===== src/rtl/piso_pkg.sv =====
// Shared types and helpers for the piso_tx serial transmitter.
package piso_pkg;

    typedef enum logic [1:0] {
        IDLE   = 2'd0,
        SHIFT  = 2'd1,
        PARITY = 2'd2
    } state_e;

    localparam logic SDATA_IDLE = 1'b0;

    function automatic int cnt_width(input int width);
        return (width < 2) ? 1 : $clog2(width);
    endfunction

endpackage


===== src/rtl/piso_bit_cnt.sv =====
// Loadable bit counter for piso_tx; tc_o flags the last bit position (WIDTH-1).
module piso_bit_cnt
    import piso_pkg::*;
#(
    parameter int WIDTH = 8
) (
    input  logic clk_i,
    input  logic reset_i,
    input  logic load_i,
    input  logic en_i,
    output logic tc_o
);

    localparam int CW = cnt_width(WIDTH);

    logic [CW-1:0] cnt_q, cnt_d;

    always_comb begin
        cnt_d = cnt_q;
        if (load_i) begin
            cnt_d = '0;
        end else if (en_i) begin
            cnt_d = cnt_q + CW'(1);
        end
    end

    always_ff @(posedge clk_i) begin
        if (reset_i) begin
            cnt_q <= '0;
        end else begin
            cnt_q <= cnt_d;
        end
    end

    assign tc_o = (cnt_q == CW'(WIDTH - 1));

endmodule


===== src/rtl/piso_tx.sv =====
// Parallel-in serial-out transmitter with valid/ready intake and a frame strobe.
// Optional trailing even-parity bit when PISO_TX_PARITY_EN is defined.
module piso_tx
    import piso_pkg::*;
#(
    parameter int WIDTH     = 8,
    parameter int MSB_FIRST = 1
) (
    input  logic             clk,
    input  logic             reset,
    input  logic [WIDTH-1:0] din,
    input  logic             din_valid,
    output logic             din_ready,
    output logic             sdata,
    output logic             sframe,
    output logic             busy,
    output logic             done
);

    state_e           state_q, state_d;
    logic [WIDTH-1:0] shreg_q, shreg_d;
    logic             sdata_q, sdata_d;
    logic             sframe_q, sframe_d;
    logic             busy_q, busy_d;
    logic             done_q, done_d;
    logic             accept;
    logic             cnt_load, cnt_en, cnt_tc;
`ifdef PISO_TX_PARITY_EN
    logic             par_q, par_d;
`endif

    function automatic logic head_bit(input logic [WIDTH-1:0] w);
        return (MSB_FIRST != 0) ? w[WIDTH-1] : w[0];
    endfunction

    function automatic logic [WIDTH-1:0] shift_out(input logic [WIDTH-1:0] w);
        return (MSB_FIRST != 0) ? (w << 1) : (w >> 1);
    endfunction

    assign din_ready = (state_q == IDLE) && !reset;
    assign accept    = din_valid && din_ready;

    piso_bit_cnt #(.WIDTH(WIDTH)) u_bit_cnt (
        .clk_i   (clk),
        .reset_i (reset),
        .load_i  (cnt_load),
        .en_i    (cnt_en),
        .tc_o    (cnt_tc)
    );

    // The first bit is driven on the accepting edge, so each SHIFT cycle
    // prepares the bit that appears after the next edge.
    always_comb begin
        state_d  = state_q;
        shreg_d  = shreg_q;
        sdata_d  = SDATA_IDLE;
        sframe_d = 1'b0;
        done_d   = 1'b0;
        cnt_load = 1'b0;
        cnt_en   = 1'b0;
`ifdef PISO_TX_PARITY_EN
        par_d    = par_q;
`endif
        case (state_q)
            IDLE: begin
                if (accept) begin
                    state_d  = SHIFT;
                    sdata_d  = head_bit(din);
                    sframe_d = 1'b1;
                    shreg_d  = shift_out(din);
                    cnt_load = 1'b1;
`ifdef PISO_TX_PARITY_EN
                    par_d    = ^din;
`endif
                end
            end
            SHIFT: begin
                if (!cnt_tc) begin
                    sdata_d  = head_bit(shreg_q);
                    sframe_d = 1'b1;
                    shreg_d  = shift_out(shreg_q);
                    cnt_en   = 1'b1;
                end else begin
`ifdef PISO_TX_PARITY_EN
                    state_d  = PARITY;
                    sdata_d  = par_q;
                    sframe_d = 1'b1;
`else
                    state_d  = IDLE;
                    done_d   = 1'b1;
`endif
                end
            end
`ifdef PISO_TX_PARITY_EN
            PARITY: begin
                state_d = IDLE;
                done_d  = 1'b1;
            end
`endif
            default: state_d = IDLE;
        endcase
        busy_d = (state_d != IDLE);
    end

    always_ff @(posedge clk) begin
        if (reset) begin
            state_q  <= IDLE;
            shreg_q  <= '0;
            sdata_q  <= SDATA_IDLE;
            sframe_q <= 1'b0;
            busy_q   <= 1'b0;
            done_q   <= 1'b0;
`ifdef PISO_TX_PARITY_EN
            par_q    <= 1'b0;
`endif
        end else begin
            state_q  <= state_d;
            shreg_q  <= shreg_d;
            sdata_q  <= sdata_d;
            sframe_q <= sframe_d;
            busy_q   <= busy_d;
            done_q   <= done_d;
`ifdef PISO_TX_PARITY_EN
            par_q    <= par_d;
`endif
        end
    end

    assign sdata  = sdata_q;
    assign sframe = sframe_q;
    assign busy   = busy_q;
    assign done   = done_q;

endmodule


===== config.mk =====
export PLATFORM = sky130hd
export DESIGN_NAME = piso_tx
export DESIGN_NICKNAME = d
export VERILOG_FILES = /design/src/rtl/piso_pkg.sv /design/src/rtl/piso_bit_cnt.sv /design/src/rtl/piso_tx.sv
export SDC_FILE = /design/constraint.sdc
export NUM_CORES = 1
export LEC_CHECK = 0
export BUFFER_PORTS_ARGS = -buffer_cell sky130_fd_sc_hd__buf_2
export CORE_MARGIN = 2
export CORE_UTILIZATION = 50
export DETAILED_ROUTE_END_ITERATION = 10
export MAX_ROUTING_LAYER = met4
export PLACE_DENSITY = 0.74
export SETUP_SLACK_MARGIN = 0.3
export SLEW_MARGIN = 25
export SYNTH_ARGS = -nofsm -noshare
export SYNTH_HDL_FRONTEND = slang
export SYNTH_SLANG_ARGS = --single-unit

===== constraint.sdc =====
create_clock -name clk -period 1.8 [get_ports clk]
set_input_delay 0.45 -clock clk [delete_from_list [all_inputs] [get_ports clk]]
set_output_delay 0.45 -clock clk [all_outputs]
set_load 0.01 [all_outputs]

# --- Word level (Yosys, flattened, before mapping) ---
# Index checks and enable logic that the tools add are counted.
op_classes:
  n_mux: 15
  eq_ne: 4
  n_bitwise: 1
  addsub: 1
  reduce_logical: 9
ops:
  columns: ["operator", "n"]
  rows:
  - ["8-bit 2-to-1 mux", 2]
  - ["8-bit one-hot mux with 2 select lines", 1]
  - ["1-bit 2-to-1 mux", 7]
  - ["2-bit 2-to-1 mux", 2]
  - ["2-bit != test (second input constant)", 2]
  - ["1-bit one-hot mux with 2 select lines", 2]
  - ["2-bit one-hot mux with 2 select lines", 1]
  - ["2-bit nonzero test", 2]
  - ["2-bit OR reduction", 2]
  - ["3-bit by 1-bit adder with 3-bit output (second input constant)", 1]
  - ["3-bit equality test (second input constant)", 1]
  - ["3-bit AND reduction", 1]
  - ["2-bit by 1-bit equality test with 1-bit output (second input constant)", 1]
  - ["1-bit logical AND", 2]
  - ["2-bit zero test", 1]
  - ["1-bit zero test", 1]
  - ["1-bit inverter", 1]
word_totals:
  output_inout_bits: 5
  wordCells: 37
  register_bits: 17
  inputBits: 11

# --- Depth between registers and ports, before layout ---
# Gate-level depths: netlist (run 1).
depth:
  word_depth: 6
  mapped_depth: 6
  ltp_nobuf: 5

# --- Modules after synthesis ---
# Synthesis (run 1) repeated with hierarchy kept, for this count alone.
unflattened:
  hier_cells: 70
  hier_area_um2: 729.4
modules_own_cells:
  columns: ["mod", "cells_per_inst", "n_inst", "area_per_inst_um2", "seq_area_each_um2"]
  rows:
  - ["piso_tx", 59, 1, 595.6, 260.2]
  - ["piso_bit_cnt", 11, 1, 133.9, 60.1]

# --- Worst setup path before layout (run 1) ---
# OpenSTA, ideal clock, no wires.
synth_timing:
  path_kind: "flip-flop to flip-flop"
  start: "register u_bit_cnt.cnt_q[0]"
  end: "register shreg_q[3]"
  synth_period_minus_slack_ps: 1658
  stages_incl_launch_ff: 7
  n_path_buf: 1
  required_ps: 1668
  setup_ps: 132
  slack_ps: 142
  arrival_time_ps: 1526
  path_cell_list: "dfxtp_1 > ha_1 > ha_1 > clkbuf_1 > or3b_1 > a221oi_1 > nor3_1"
synth_between:
  elab_chain_len: 3
synth_lines:
  columns: ["element", "line", "rtl"]
  rows:
  - ["start: declaration", "piso_bit_cnt.sv:16", "logic [CW-1:0] cnt_q, cnt_d;"]
  - ["start signal: assignment", "piso_bit_cnt.sv:31", "cnt_q <= cnt_d;"]
  - ["3-bit equality test", "piso_bit_cnt.sv:35", "assign tc_o = (cnt_q == CW'(WIDTH - 1));"]
  - ["named net cnt_tc", "piso_tx.sv:27", "logic cnt_load, cnt_en, cnt_tc;"]
  - ["2-bit != test (no source line)", null, null]
  - ["3-bit AND reduction (no source line)", null, null]
  - ["end signal: assignment", "piso_tx.sv:118", "shreg_q <= shreg_d;"]
  - ["end: declaration", "piso_tx.sv:21", "logic [WIDTH-1:0] shreg_q, shreg_d;"]
# The timed path passes the listed nets, and every way through them passes these cells.
# A chain may end at the register's enable or synchronous reset.

# --- Final worst setup path (run 1) ---
# Ends and elaborated chain as after synthesis.

==> flow_metrics.env, run 1 <==
export IMPL_critPathKind="reg2reg"
export IMPL_power_per_cell_area_nw_per_um2=758
export IMPL_htreeDepth=1
export IMPL_synth_ff_latch_count=16
export IMPL_number_of_detailed_routing_iterations_run_before_antenna_repair=4
export IMPL_setup_slack_ps=283
export IMPL_clock_tree_root_cell="sky130_fd_sc_hd__clkbuf_4"
export IMPL_numClockSinks=16
export IMPL_dr_total_vias=630
export IMPL_crit_path_start="u_bit_cnt.cnt_q[0]"
export IMPL_report_final_hold_viol_count=0
export IMPL_regToRegStartpoint="u_bit_cnt.cnt_q[0]"
export IMPL_critPathLaunchType="flip-flop"
export IMPL_io_buffers=15
export IMPL_start_util_pct=54.2
export IMPL_grt_setup_unrepaired="yes"
export IMPL_clock_transition_at_the_registers_of_the_reported_paths_ps=90
export IMPL_fp_row_count=13
export IMPL_yosysUniqueCellTypes=27
export IMPL_hold_class="in2reg"
export IMPL_synth_top_area_cell="sky130_fd_sc_hd__dfxtp_1"
export IMPL_setup_tns_final_ps=0
export IMPL_initial_antenna_violation_count=0
export IMPL_final_nets=108
export IMPL_cts_buffer_depth=2
export IMPL_synth_net_count=87
export IMPL_boundaryPins=16
export IMPL_synthDominantCellAreaShare_pct=44.3
export IMPL_mappedNetlistArea_um2=723
export IMPL_vias_in_the_first_global_route=583
export IMPL_syn_to_final_growth_pct=32.0
export IMPL_wire_length_of_the_first_global_routing_pass_um=2660
export IMPL_via_count_normalized_by_instance_count=5.78
export IMPL_chipWidth_um=42.0
export IMPL_core_um2=1330
export IMPL_detail_route_wl_per_cell_um=14.4
export IMPL_instance_count_of_the_mapped_netlist=74
export IMPL_post_route_util_pct=71.6
export IMPL_layout_drive_gt1_share_pct=48.9
export IMPL_detail_route_wirelength_um=1570
export IMPL_worstPathMaxFanout=10
export IMPL_worstReg2RegEnd="shreg_q[3]"
export IMPL_die_area_um2=1770
export IMPL_worst_skew_pair_late_latency_ps=280
export IMPL_grt_max_degree=14
export IMPL_outcome="finished, final reports clean"
export IMPL_detail_route_drc_violations=0
export IMPL_finClkSkew_ps=8.55
export IMPL_setup_violations_final=0
export IMPL_drt_antenna_violating_nets=0
export IMPL_ys_top_cells_by_area="sky130_fd_sc_hd__dfxtp_1 (44%), sky130_fd_sc_hd__nor3_1 (9.7%), sky130_fd_sc_hd__or3b_1 (8.5%), sky130_fd_sc_hd__a221oi_1 (6.1%), sky130_fd_sc_hd__ha_1 (3.5%)"
export IMPL_finalWorstPathRequiredPeriod_ps=1520
export IMPL_synth_compound_gate_area_share_pct=13.8
export IMPL_muxShareOfSynthArea_pct=0
export IMPL_ys_seq_area_share_pct=44.3
export IMPL_max_cap_violations=0
export IMPL_cp_endpoint="shreg_q[3]"
export IMPL_worst_r2r_setup_slack_ps=280
export IMPL_tritoncts="done"
export IMPL_grt_use_total_pct=20.2
export IMPL_finalCritPeriodShare_pct=84.3
export IMPL_finalMaxSlewViolations=0
export IMPL_post_layout_total_power_uw=724
export IMPL_fmax_mhz=659
export IMPL_place_hpwl_um=1120
export IMPL_yosys_warnings=0
export IMPL_post_synth_xor_xnor_area_pct=1.21
export IMPL_number_of_buffers_created_by_cts=3
export IMPL_dieHeight_um=42.0
export IMPL_crit_path_capture_type="flip-flop"
export IMPL_worst_r2r_cell_count=5
export IMPL_gr_total_overflow=0
export IMPL_p_leak_nw=0.370
export IMPL_pre_cts_ws_ps=213
export IMPL_initialDrtViolationCount=8
export IMPL_cts_hold_repair_buffers=0
export IMPL_n_antenna_cell=0
export IMPL_timing_hold_worst_start="din[7]"
export IMPL_worst_ep_required_time_ps=2000
export IMPL_worstPathArrival_ps=1720
export IMPL_synthAdderAreaFrac_pct=3.46
export IMPL_gp_congestion=0.862
export IMPL_peakVddDrop_mv=0.495
export IMPL_synth_top_family_by_area="simple AND/OR/NAND/NOR gates"
export IMPL_syn_mean_instance_area_um2=9.77
export IMPL_synthSimpleGateAreaFrac_pct=31.3
## power by group
part           internal (mW)  total, mW  switching (mW)
sequential             0.372      0.385          0.0133
combinational         0.0539      0.107          0.0527
clock                  0.123      0.232           0.109
## cells in the mapped netlist (all sizes together)
cell type and count:
a221oi 6, clkbuf 2, inv 1, or2 3
o21ai 2, buf 4, nor3b 2, conb 1
a21oi 3, nand2 2, nor3 14, nand2b 1
a22o 1, ha 2, or3b 8, a21o 1
dfxtp 16, nand3 1, nor4b 1, xnor2 1
nor2 2
## kinds of logic (layout without fill, tap and decap cells)
logic type | count (synthesis) | count (layout)
buffers and inverters | 7 | 27
AND/OR/NAND/NOR | 34 | 34
adder cells (fa/ha/maj) | 2 | 2
flip-flops | 16 | 16
other | 1 | 1
XOR/XNOR | 1 | 1
AO/OA/AOI/OAI | 13 | 13
## stage by stage
stage	std cells	instance area (um^2)	hold WS, ps
detailed placement	101	863	468
floorplan	74	792	444
finish	109	955	395
global placement	101	863	449
global route	109	955	396
CTS	109	943	394
## state kept, by name, indices dropped and copies added (netlist names)
register / cells
u_bit_cnt.cnt_q: 3
sframe: 1
state_q: 2
sdata: 1
done: 1
shreg_q: 7
busy: 1
## how the worst min path moves through the flow
stage | to | slack [ps] | cells after the start
after floorplan | sdata | 440 | 1
after global placement | sdata | 450 | 1
after detailed placement | sdata | 470 | 1
after CTS | sdata | 390 | 2
after global routing | shreg_q[1] | 400 | 3
final | sdata | 400 | 2
## placed cells by master (no fill, tap or decap)
master	netlist	layout
sky130_fd_sc_hd__clkbuf_8	0	1
sky130_fd_sc_hd__a22o_1	1	1
sky130_fd_sc_hd__a221oi_2	1	6
sky130_fd_sc_hd__conb_1	1	1
sky130_fd_sc_hd__a21o_1	1	1
sky130_fd_sc_hd__or3b_1	7	7
sky130_fd_sc_hd__dfxtp_4	0	1
sky130_fd_sc_hd__ha_4	0	2
sky130_fd_sc_hd__nor3_1	14	12
sky130_fd_sc_hd__nor3_2	0	1
sky130_fd_sc_hd__or2_2	3	3
sky130_fd_sc_hd__clkbuf_4	0	3
sky130_fd_sc_hd__nor3b_4	1	1
sky130_fd_sc_hd__xnor2_1	1	1
sky130_fd_sc_hd__buf_6	1	1
sky130_fd_sc_hd__nor4b_2	1	1
sky130_fd_sc_hd__buf_2	1	15
sky130_fd_sc_hd__or3b_2	1	1
sky130_fd_sc_hd__nor2_1	2	2
sky130_fd_sc_hd__dfxtp_2	0	3
sky130_fd_sc_hd__dfxtp_1	16	12
sky130_fd_sc_hd__nand2_1	2	2
sky130_fd_sc_hd__a21oi_1	3	3
sky130_fd_sc_hd__nand3_1	1	1
sky130_fd_sc_hd__nand2b_1	1	1
sky130_fd_sc_hd__nor3b_1	1	1
sky130_fd_sc_hd__buf_4	1	6
sky130_fd_sc_hd__nor3_4	0	1
sky130_fd_sc_hd__o21ai_0	2	2
sky130_fd_sc_hd__inv_1	1	1
## metal layers
layer	up-vias	GRT usage, %	wire length [um]	share of wire (%)
met5	-	-	0	0
met4	0	6.25	25	1.6
met3	4	6.47	79	5.0
met2	20	33.4	798	51
met1	293	23.4	670	43
li1	313	-	-	-
## layout make-up
class / instances / area [um^2]
multi-input cells: 51 / 437
fillers: 103 / 379
well taps: 15 / 18.8
repair buffers: 22 / 131
inverters: 1 / 3.75
clock buffers: 4 / 36.3
flip-flops and latches: 16 / 328
## worst max-delay path, stage by stage (launching register included)
cell and delay (ps):
sky130_fd_sc_hd__dfxtp_2 350, sky130_fd_sc_hd__ha_4 160, sky130_fd_sc_hd__ha_4 190, sky130_fd_sc_hd__nor3b_4 430
sky130_fd_sc_hd__nor3_1 90, sky130_fd_sc_hd__nor3_1 220
## what timing repair did
item,in CTS,in global routing
buffers inserted,4,0
endpoints found under the setup margin,6,11
hold endpoints to repair,0,0
cloned,0,0
resized for setup,5,2
pin swaps,0,1
Note: power is estimated with default switching activity, not from simulation.
==> run 2, diff against run 1 <==
Settings changed: ABC_AREA from default to 1.
Clock period 1.8 ns to 1.5 ns, I/O delays scaled along.
==> run 2 against run 1 <==
Power grew 25%. Critical endpoint is now din_ready. Critical path depth shrank 3. Clock skew shrank 6.6 ps. Highest routed layer unchanged. Non-clock buffer count shrank 2.
==> flow_metrics.env, run 2 <==
export IMPL_worst_r2r_cell_count=7
export IMPL_detail_route_wirelength_um=1990
export IMPL_setup_tns_final_ps=0
export IMPL_synth_commonest_cells="sky130_fd_sc_hd__nand2_1 (18), sky130_fd_sc_hd__dfxtp_1 (16), sky130_fd_sc_hd__nor2_1 (16), sky130_fd_sc_hd__nand3_1 (10), sky130_fd_sc_hd__inv_1 (9)"
export IMPL_number_of_buffers_created_by_cts=3
export IMPL_wire_length_of_the_first_global_routing_pass_um=2550
export IMPL_critPathKind="reg2out"
export IMPL_worstPathArrival_ps=970
export IMPL_p_leak_nw=0.491
export IMPL_htreeDepth=1
export IMPL_clock_tree_root_cell="sky130_fd_sc_hd__clkbuf_4"
export IMPL_critPathLaunchType="flip-flop"
export IMPL_synthMostInstantiatedCell="sky130_fd_sc_hd__nand2_1"
export IMPL_worst_path_buf_inv=1
export IMPL_layout_common_cells="sky130_fd_sc_hd__nand2_1 (15), sky130_fd_sc_hd__buf_2 (15), sky130_fd_sc_hd__dfxtp_1 (12)"
export IMPL_initial_antenna_violation_count=0
export IMPL_regMostFlops="shreg_q"
export IMPL_boundaryPins=16
export IMPL_worstReg2RegEnd="u_bit_cnt.cnt_q[1]"
export IMPL_core_um2=1330
export IMPL_post_layout_total_power_uw=905
export IMPL_dieHeight_um=42.1
export IMPL_worst_r2r_setup_slack_ps=160
export IMPL_fmax_mhz=742
export IMPL_critPathMaxStageDelay_ps=360
export IMPL_synth_net_count=110
export IMPL_crit_path_capture_type="output port"
export IMPL_power_per_cell_area_nw_per_um2=850
export IMPL_setup_violations_final=0
export IMPL_outcome="finished, final reports clean"
export IMPL_finClkSkew_ps=1.91
export IMPL_worstPathMaxFanout=2
export IMPL_finalMaxSlewViolations=0
export IMPL_cts_hold_repair_buffers=0
export IMPL_grt_setup_unrepaired="yes"
export IMPL_p_sw_share_pct=27.5
export IMPL_gp_congestion=0.749
export IMPL_regToRegStartpoint="u_bit_cnt.cnt_q[1]"
export IMPL_chipWidth_um=42.1
export IMPL_timing_critical_path_cells="nor3_4 -> buf_2"
export IMPL_layout_top_registers="shreg_q x7, u_bit_cnt.cnt_q x3, state_q x2"
export IMPL_yosysUniqueCellTypes=21
export IMPL_via_count_normalized_by_instance_count=5.43
export IMPL_final_nets=133
export IMPL_largest_reg_flops=7
export IMPL_dr_total_vias=728
export IMPL_detail_route_wl_per_cell_um=14.8
export IMPL_clock_transition_at_the_registers_of_the_reported_paths_ps=90
export IMPL_place_hpwl_um=912
export IMPL_finalCritPeriodShare_pct=89.8
export IMPL_crit_path_start="state_q[0]"
export IMPL_relative_contribution_of_sequential_cells_to_total_power_pct=50.0
export IMPL_tritoncts="done"
export IMPL_async_flop_share_pct=0
export IMPL_gr_total_overflow=0
export IMPL_io_buffers=15
export IMPL_hold_worst_slack_ps=347
export IMPL_ys_seq_area_share_pct=44.1
export IMPL_instance_count_of_the_mapped_netlist=97
export IMPL_fp_row_count=13
export IMPL_cp_endpoint="din_ready"
export IMPL_mappedNetlistArea_um2=726
export IMPL_synth_top_area_cell="sky130_fd_sc_hd__dfxtp_1"
export IMPL_initialDrtViolationCount=4
export IMPL_yosys_warnings=0
export IMPL_synth_enable_flop_cells=0
export IMPL_power_switching_uw=249
export IMPL_grt_use_total_pct=18.8
export IMPL_worst_skew_pair_late_latency_ps=280
export IMPL_n_antenna_cell=0
export IMPL_max_cap_violations=0
export IMPL_die_area_um2=1770
export IMPL_vias_in_the_first_global_route=626
export IMPL_detail_route_drc_violations=0
export IMPL_start_util_pct=54.4
export IMPL_syn_to_final_growth_pct=46.7
export IMPL_synth_ff_latch_count=16
export IMPL_hold_class="in2reg"
export IMPL_drt_antenna_violating_nets=0
export IMPL_layout_drive_gt1_share_pct=52.1
export IMPL_ys_top_cells_by_area="sky130_fd_sc_hd__dfxtp_1 (44%), sky130_fd_sc_hd__nand2_1 (9.3%), sky130_fd_sc_hd__nor2_1 (8.3%), sky130_fd_sc_hd__nand3_1 (6.9%), sky130_fd_sc_hd__inv_1 (4.7%)"
export IMPL_synthFlopType="sky130_fd_sc_hd__dfxtp_1"
export IMPL_intPower_uw=656
export IMPL_synthDominantCellAreaShare_pct=44.1
export IMPL_number_of_detailed_routing_iterations_run_before_antenna_repair=4
export IMPL_power_combinational_fraction_pct=18.7
export IMPL_cpMaxStageDelayCell="sky130_fd_sc_hd__dfxtp_4"
export IMPL_worst_ep_required_time_ps=1120
export IMPL_cts_buffer_depth=2
export IMPL_finalWorstPathRequiredPeriod_ps=1350
export IMPL_dp_cells=124
export IMPL_syn_mean_instance_area_um2=7.48
export IMPL_worst_path_dominant_cell_family="flip-flops"
export IMPL_post_route_insts_no_fill=134
export IMPL_grt_max_degree=13
export IMPL_power_share_clock_pct=31.3
export IMPL_numClockSinks=16
export IMPL_report_final_hold_viol_count=0
export IMPL_peakVddDrop_mv=0.581
export IMPL_worstSetupPathDepth=2
## run 2: cell count changes in the layout (fill, tap and decap cells not counted), moves of 7 or more
cell / before / now
sky130_fd_sc_hd__nand2_1: 2 / 15
sky130_fd_sc_hd__nand3_2: 0 / 7
sky130_fd_sc_hd__nor2_1: 2 / 11
sky130_fd_sc_hd__nor3_1: 12 / 1
sky130_fd_sc_hd__or3b_1: 7 / 0
## run 2: timing repair
item                                    in CTS  in global routing
gates cloned                                 1                  0
endpoints found under the setup margin      12                 12
pin swaps                                    4                 14
gates resized for setup                     10                 30
setup buffers                                3                  2
## run 2: layer usage
metal | vias to the layer above | GRT usage [%] | part of all wire [%]
met5 | - | - | 0
met1 | 337 | 20.7 | 37
met4 | 0 | 10.6 | 2.2
met2 | 31 | 31.6 | 55
met3 | 6 | 3.88 | 6.4
li1 | 354 | - | -
## run 2: power groups by stage
stage | registers [mW] | clock network [mW] | logic (mW)
detailed placement | 0.466 | 0 | 0.108
global route | 0.455 | 0.303 | 0.184
global placement | 0.465 | 0 | 0.107
finish | 0.453 | 0.284 | 0.169
floorplan | 0.466 | 0 | 0.0796
CTS | 0.451 | 0.282 | 0.125
## run 2: worst min-delay path, stage by stage
cell,delay (ps)
sky130_fd_sc_hd__buf_2,80
sky130_fd_sc_hd__nand3_1,70
sky130_fd_sc_hd__o21ai_1,70
## run 2: how the worst min path moves through the flow
| stage | start | endpoint | slack, ps | cells past startpoint |
|---|---|---|---|---|
| after floorplan | shreg_q[7] | sdata | 440 | 2 |
| after global routing | din[7] | sdata | 360 | 3 |
| final | din[7] | sdata | 350 | 3 |
| after detailed placement | shreg_q[7] | sdata | 470 | 2 |
| after global placement | u_bit_cnt.cnt_q[1] | u_bit_cnt.cnt_q[1] | 460 | 2 |
| after CTS | din[7] | sdata | 330 | 3 |
## run 2: cell type report
cell class              instances  area [um^2]
clock buffers                   4         36.3
flip-flops and latches         16          330
multi-input cells              68          512
fillers                        91          269
inverters                      11         51.3
repair buffers                 20          116
well taps                      15         18.8
## run 2: logic make-up (layout without fill, tap and decap cells)
kind of cell | after synthesis | after routing | synth area share, %
fa+ha+maj | 2 | 2 | 3.45
flops | 16 | 16 | 44.1
buf+inv | 14 | 35 | 9.83
simple gates | 52 | 53 | 32.8
compound gates | 11 | 11 | 8.10
other cells | 1 | 1 | 0.517
xor+xnor | 1 | 1 | 1.21
## run 2: stage by stage
step	utilization, %	area, um^2	worst slack (ps)
detailed placement	61.2	816	171
floorplan	-	749	309
CTS	69.1	922	142
finish	79.8	1060	153
global route	79.8	1060	115
global placement	61.2	816	230
